==> config.mk <==
export PLATFORM = sky130hd
export DESIGN_NAME = config_rx_monitor
export DESIGN_NICKNAME = d
export VERILOG_FILES = /design/src/rtl/cfg_pkg.sv /design/src/rtl/cfg_crc32_frame.sv /design/src/rtl/config_rx_monitor.sv
export SDC_FILE = /design/constraint.sdc
export NUM_CORES = 2
export LEC_CHECK = 0
export ABC_CLOCK_PERIOD_IN_PS = 6010
export CAP_MARGIN = 10
export CORE_AREA = 2 2 407 409
export DETAILED_ROUTE_END_ITERATION = 7
export DIE_AREA = 0 0 409 411
export PLACE_DENSITY = 0.48
export SYNTH_ARGS = -nofsm -noshare
export SYNTH_HDL_FRONTEND = slang
export SYNTH_SLANG_ARGS = --single-unit
==> constraint.sdc <==
create_clock -name clock -period 6.01 [get_ports clock]
set_clock_uncertainty 0.05 [all_clocks]
set_input_delay 0.9015 -clock clock [delete_from_list [all_inputs] [get_ports clock]]
set_output_delay 0.9015 -clock clock [all_outputs]
set_load 0.005 [all_outputs]
==> src/rtl/cfg_pkg.sv <==
// Shared types and constants for the configuration load bus receiver.
package cfg_pkg;

    typedef enum logic [1:0] {
        StIdle = 2'd0,
        StLoad = 2'd1,
        StDone = 2'd2,
        StErr  = 2'd3
    } cfg_rx_state_t;

    localparam logic [1:0] CFG_ERR_NONE   = 2'd0;
    localparam logic [1:0] CFG_ERR_ONEHOT = 2'd1;
    localparam logic [1:0] CFG_ERR_ORDER  = 2'd2;
    localparam logic [1:0] CFG_ERR_CRC    = 2'd3;

    localparam logic [31:0] CFG_CRC_POLY = 32'h04C1_1DB7;
    localparam logic [31:0] CFG_CRC_INIT = 32'hFFFF_FFFF;

endpackage

==> src/rtl/cfg_crc32_frame.sv <==
// Combinational CRC-32 fold of one whole config frame, frame bit 0 shifted in first.
module cfg_crc32_frame
    import cfg_pkg::*;
#(
    parameter int unsigned CFG_W = 384
) (
    input  logic [31:0]      crc_in,
    input  logic [CFG_W-1:0] data,
    output logic [31:0]      crc_out
);

    logic [31:0] crc_c;

    always_comb begin
        crc_c = crc_in;
        for (int i = 0; i < int'(CFG_W); i++) begin
            crc_c = {crc_c[30:0], 1'b0} ^ ((crc_c[31] ^ data[i]) ? CFG_CRC_POLY : 32'h0);
        end
    end

    assign crc_out = crc_c;

endmodule

==> src/rtl/config_rx_monitor.sv <==
// Receiver/checker for the one-hot frame-enable config bus; releases ff_en after a clean load.
// Optional CRC-32 check of all committed frames is enabled with `define CFG_RX_CRC_EN.
module config_rx_monitor
    import cfg_pkg::*;
#(
    parameter int unsigned CFG_W     = 384,
    parameter int unsigned CFG_N     = 267,
    parameter int unsigned FF_EN_DLY = 20,
    parameter int unsigned IDX_W     = (CFG_N > 1) ? $clog2(CFG_N) : 1
) (
    input  logic             clock,
    input  logic             rst,
    input  logic [CFG_W-1:0] configs_in,
    input  logic [CFG_N-1:0] configs_en,
`ifdef CFG_RX_CRC_EN
    input  logic [31:0]      exp_crc,
`endif
    output logic             frame_vld,
    output logic [IDX_W-1:0] frame_idx,
    output logic [CFG_W-1:0] frame_data,
    output logic             cfg_done,
    output logic             cfg_err,
    output logic [1:0]       err_code,
    output logic             ff_en
);

    localparam logic [CFG_N-1:0] EnFirst = CFG_N'(1);
    localparam logic [7:0]       DlyCnt  = 8'(FF_EN_DLY);

    cfg_rx_state_t    state_q, state_d;
    logic [CFG_N-1:0] en_q, en_d;
    logic [CFG_W-1:0] data_q, data_d;
    logic [IDX_W-1:0] idx_q, idx_d;
    logic [7:0]       cnt_q, cnt_d;
    logic             frame_vld_q, frame_vld_d;
    logic [IDX_W-1:0] frame_idx_q, frame_idx_d;
    logic [CFG_W-1:0] frame_data_q, frame_data_d;
    logic             done_q, done_d;
    logic             err_q, err_d;
    logic [1:0]       code_q, code_d;
    logic             ff_en_q, ff_en_d;
    logic             commit;
    logic             en_onehot;

    assign en_onehot = (configs_en != '0) && ((configs_en & (configs_en - CFG_N'(1))) == '0);

`ifdef CFG_RX_CRC_EN
    logic [31:0] crc_q, crc_d, crc_next;

    cfg_crc32_frame #(
        .CFG_W (CFG_W)
    ) u_crc (
        .crc_in  (crc_q),
        .data    (data_q),
        .crc_out (crc_next)
    );
`endif

    always_comb begin
        state_d      = state_q;
        en_d         = configs_en;
        data_d       = configs_in;
        idx_d        = idx_q;
        cnt_d        = cnt_q;
        frame_vld_d  = 1'b0;
        frame_idx_d  = frame_idx_q;
        frame_data_d = frame_data_q;
        done_d       = done_q;
        err_d        = err_q;
        code_d       = code_q;
        ff_en_d      = ff_en_q;
        commit       = 1'b0;
`ifdef CFG_RX_CRC_EN
        crc_d        = crc_q;
`endif

        unique case (state_q)
            StIdle: begin
                if (configs_en == EnFirst) begin
                    state_d = StLoad;
                    idx_d   = '0;
                end else if (configs_en != '0) begin
                    state_d = StErr;
                    err_d   = 1'b1;
                    code_d  = en_onehot ? CFG_ERR_ORDER : CFG_ERR_ONEHOT;
                end
            end
            StLoad: begin
                if (configs_en != en_q) begin
                    if (en_q[CFG_N-1] && (configs_en == '0)) begin
                        commit = 1'b1;
                        cnt_d  = '0;
`ifdef CFG_RX_CRC_EN
                        if (~crc_next != exp_crc) begin
                            state_d = StErr;
                            err_d   = 1'b1;
                            code_d  = CFG_ERR_CRC;
                        end else begin
                            state_d = StDone;
                            done_d  = 1'b1;
                        end
`else
                        state_d = StDone;
                        done_d  = 1'b1;
`endif
                    end else if (!en_q[CFG_N-1] && (configs_en == (en_q << 1))) begin
                        commit = 1'b1;
                        idx_d  = idx_q + IDX_W'(1);
                    end else begin
                        // Skips, backward moves and premature zero all count as ordering faults
                        state_d = StErr;
                        err_d   = 1'b1;
                        code_d  = ((configs_en != '0) && !en_onehot) ? CFG_ERR_ONEHOT
                                                                     : CFG_ERR_ORDER;
                    end
                end
            end
            StDone: begin
                if (!ff_en_q) begin
                    cnt_d = cnt_q + 8'd1;
                    if (cnt_d == DlyCnt) begin
                        ff_en_d = 1'b1;
                    end
                end
            end
            StErr: begin
            end
            default: begin
                state_d = StIdle;
            end
        endcase

        if (commit) begin
            frame_vld_d  = 1'b1;
            frame_idx_d  = idx_q;
            frame_data_d = data_q;
`ifdef CFG_RX_CRC_EN
            crc_d        = crc_next;
`endif
        end
    end

    always_ff @(posedge clock) begin
        if (rst) begin
            state_q      <= StIdle;
            en_q         <= '0;
            data_q       <= '0;
            idx_q        <= '0;
            cnt_q        <= '0;
            frame_vld_q  <= 1'b0;
            frame_idx_q  <= '0;
            frame_data_q <= '0;
            done_q       <= 1'b0;
            err_q        <= 1'b0;
            code_q       <= CFG_ERR_NONE;
            ff_en_q      <= 1'b0;
`ifdef CFG_RX_CRC_EN
            crc_q        <= CFG_CRC_INIT;
`endif
        end else begin
            state_q      <= state_d;
            en_q         <= en_d;
            data_q       <= data_d;
            idx_q        <= idx_d;
            cnt_q        <= cnt_d;
            frame_vld_q  <= frame_vld_d;
            frame_idx_q  <= frame_idx_d;
            frame_data_q <= frame_data_d;
            done_q       <= done_d;
            err_q        <= err_d;
            code_q       <= code_d;
            ff_en_q      <= ff_en_d;
`ifdef CFG_RX_CRC_EN
            crc_q        <= crc_d;
`endif
        end
    end

    assign frame_vld  = frame_vld_q;
    assign frame_idx  = frame_idx_q;
    assign frame_data = frame_data_q;
    assign cfg_done   = done_q;
    assign cfg_err    = err_q;
    assign err_code   = code_q;
    assign ff_en      = ff_en_q;

endmodule

==> impl_metrics.yaml <==
status:
  status: "finished, violations left"
  violations: "setup timing"
synth:
  synth_cell_types: 82
  synth_simple_gate_area_share_pct: 25.70
  yosysSeqAreaShare_pct: 47.48
  synth.area.mux_share_pct: 8.727
  syn_inst: 4802
  async_reset_ff_share_pct: 0
  yosys.area_share.xor_xnor_pct: 7.325
  ys.warnings.count: 0
  synth.avg_cell_area_um2: 9.387
  ys_ff_latch: 1069
  synthFlopType: "dfxtp_1"
  synthAdderAreaFrac_pct: 0.07772
  syn_area_um2: 45080
  synth-edff-count: 0
  synth_compound_area_share_pct: 6.534
  synth_nets: 5457
  synth_top_family_by_area: "simple AND/OR/NAND/NOR gates"
cells_and_area:
  final_cell_mix: "dfxtp_1 (1069), clkdlybuf4s50_1 (1050), nor2b_1 (613)"
  fill_cells: 16440
  drive_gt1_share_pct: 13.93
  syn_to_final_growth_pct: 47.02
  stdcell_area_um2: 66270
  mostFrequentLayoutCell: "dfxtp_1"
  finalNetCount: 6923
worst_setup_path:
  cp.required_ns: 6.63
  crit_buf_inv: 3
  end_kind: "flip-flop"
  worstPathArrival_ns: 6.85
  cp-start-kind: "input port"
  worstSetupPathType: "in -> reg"
  cp_max_fo: 7
  crit_family: "simple AND/OR/NAND/NOR gates"
  max_stage_delay_ns: 0.71
  crit_chain: "clkdlybuf4s50_1 -> or4_4 -> or4_1 -> nor3_1 -> nand4_1 -> o31ai_1 -> o2111ai_1 -> a2111oi_0 -> buf_4 -> nand4_1 -> nor4_1 -> buf_4 -> nand3_1 -> a32o_1"
  cp_slowest_cell: "a2111oi_0"
pwr:
  power_leakage_nw: 24.03
  pwr_density_cell_nw_per_um2: 268.3
  peakVddDrop_mv: 0.2441
detailed_routing:
  drt_pass1_iterations: 6
  drtAntennaViolNets: 0
  drcViolationCount: 0
  wl_per_cell_um: 36.91
  drt_iter0_markers: 5060
  wirelength_um: 316700
  routed-via-count: 44900
  viasPerCell: 5.232
global_route:
  antenna_found_initial: 66
  grt_pass1_vias: 42510
  grt_max_degree: 214
  grt_overflow_total: 0
  grt_use_total_pct: 36.20
  grt_first_pass_wirelength_um: 408600
clock_network:
  clock-sinks: 1069
  cts_resized: 0
  cts_tree: "yes"
  cts_root_buf: "clkbuf_16"
  h-tree-depth: 3
  cts.path.max_buffers: 3
  clk_pin_slew_ns: 0.06
  cts_setup_buffers: 0
  cts_hold_buf: 0
  cts_buffers: 121
  worst_skew_pair.late_latency_ns: 0.79
place:
  portBuffers: 1051
  place_ws_ns: -0.7102
  gp_congestion: 1.040
  place_area_um2: 61910
  dpl.hpwl_um: 266400
sta:
  setup_slack_ns: -0.2196
  rsz0062_at_grt: "false"
  drv_slew: 0
  timing_hold_violations_final: 0
  setup_violations: 2
  slew_headroom_pct: 8.373
  timing.final.crit_period_ns: 6.230
  period_share_pct: 103.7
  worst_slew_pin_slew_ns: 1.360
  fmax_mhz: 160.5
floorplanning:
  die_h_um: 411
  dieArea_um2: 168100
  num_io_pins: 1052
  die_w_um: 409
  core_area_um2: 163900
  rows: 149
  initial_core_util_pct: 27.51
hold_path:
  worstHoldPathType: "reg -> reg"
flow_run:
  cap_violations: 0
==> report_power, final <==
part	switching, mW	internal, mW
registers	0.186	7.32
clock network	3.32	4.66
logic	1.38	0.912
total	4.88	12.9
==> cells by family after synthesis <==
kind of cell / count (synthesis)
mux: 393
xor+xnor: 377
flops: 1069
fa+ha+maj: 3
compound gates: 396
simple gates: 2099
buf+inv: 465
==> cells in the mapped netlist (8+ instances only) <==
cell type / count / share of area [%]
dfxtp_1: 1069 / 47
xor2_1: 197 / 3.8
o2111ai_1: 23 / 0.45
nand2b_1: 52 / 0.72
a21oi_1: 27 / 0.30
nand4_1: 159 / 2.2
a2111o_1: 13 / 0.32
o31ai_1: 39 / 0.65
buf_4: 8 / 0.13
nor2_1: 593 / 4.9
or3_1: 40 / 0.56
mux2i_1: 393 / 8.7
a2111oi_0: 22 / 0.43
nor4_1: 165 / 2.3
nand3_1: 103 / 1.1
a22o_1: 25 / 0.49
o2bb2ai_1: 13 / 0.25
nand2_1: 108 / 0.90
inv_1: 146 / 1.2
buf_2: 61 / 0.68
or2_2: 12 / 0.17
o21ai_0: 69 / 0.77
nor4_2: 15 / 0.42
o31a_1: 9 / 0.17
and2_1: 8 / 0.11
a22oi_1: 8 / 0.13
o41ai_1: 38 / 0.74
or4_1: 42 / 0.70
and3_1: 12 / 0.17
nand3b_1: 8 / 0.13
nor2b_1: 613 / 8.5
nor3_1: 108 / 1.2
clkbuf_1: 242 / 2.0
o22ai_1: 61 / 0.85
xnor2_1: 180 / 3.5
a221oi_1: 11 / 0.21
==> tightest hold or removal path, delay by kind of cell, from the launching register on <==
kind | cells | cell delay (ns)
mux | 1 | 0.06
simple gates | 1 | 0.08
flops | 1 | 0.31
==> cell type report <==
cell class	instances	area [um2]	share of cell area (%)
inverter	146	548.0	0.8269
timing repair buffer	1662	15400	23.24
antenna	20	50.05	0.07552
sequential	1069	21400	32.29
clock buffer	162	3423	5.165
clock inverter	66	884.6	1.335
multi-input combinational	3268	21830	32.94
tap	2189	2739	4.133
==> state kept, by name (all words and copies together), names as in the netlist <==
register    flops
en_q          267
idx_q           9
err_code        2
ff_en           1
frame_idx       9
frame_data    384
frame_vld       1
cfg_err         1
data_q        384
cnt_q           8
cfg_done        1
state_q         2
==> metal layers <==
layer,vias up,wire (um),GRT usage (%),part of all wire (%)
li1,19520,-,-,-
met1,22170,132300,46.99,42
met2,2586,138000,55.50,44
met3,596,30150,10.04,9.5
met4,24,16210,16.80,5.1
met5,-,155,0,0.049
==> path summary, 6_finish.rpt <==
check,from,endpoint,slack [ns],cells past startpoint
max,configs_en[126],err_code[0],-0.22,14
min,data_q[270],frame_data[270],0.36,2
min reg2reg,data_q[270],frame_data[270],0.36,2
max reg2reg,en_q[212],idx_q[7],1.37,12
==> through the flow <==
step	hold slack, ns	cells	TNS, ns	util, %	total power [mW]
floorplan	0.3903	4802	0	-	8.313
global placement	0.3946	8334	-1.845	37.78	9.870
detailed placement	0.4021	8334	-1.412	37.78	9.854
CTS	0.3561	8562	0	40.41	17.84
global route	0.3737	8567	0	40.42	18.23
finish	0.3633	8582	-0.4272	40.44	17.78
Power figures use the tool's default switching activity.
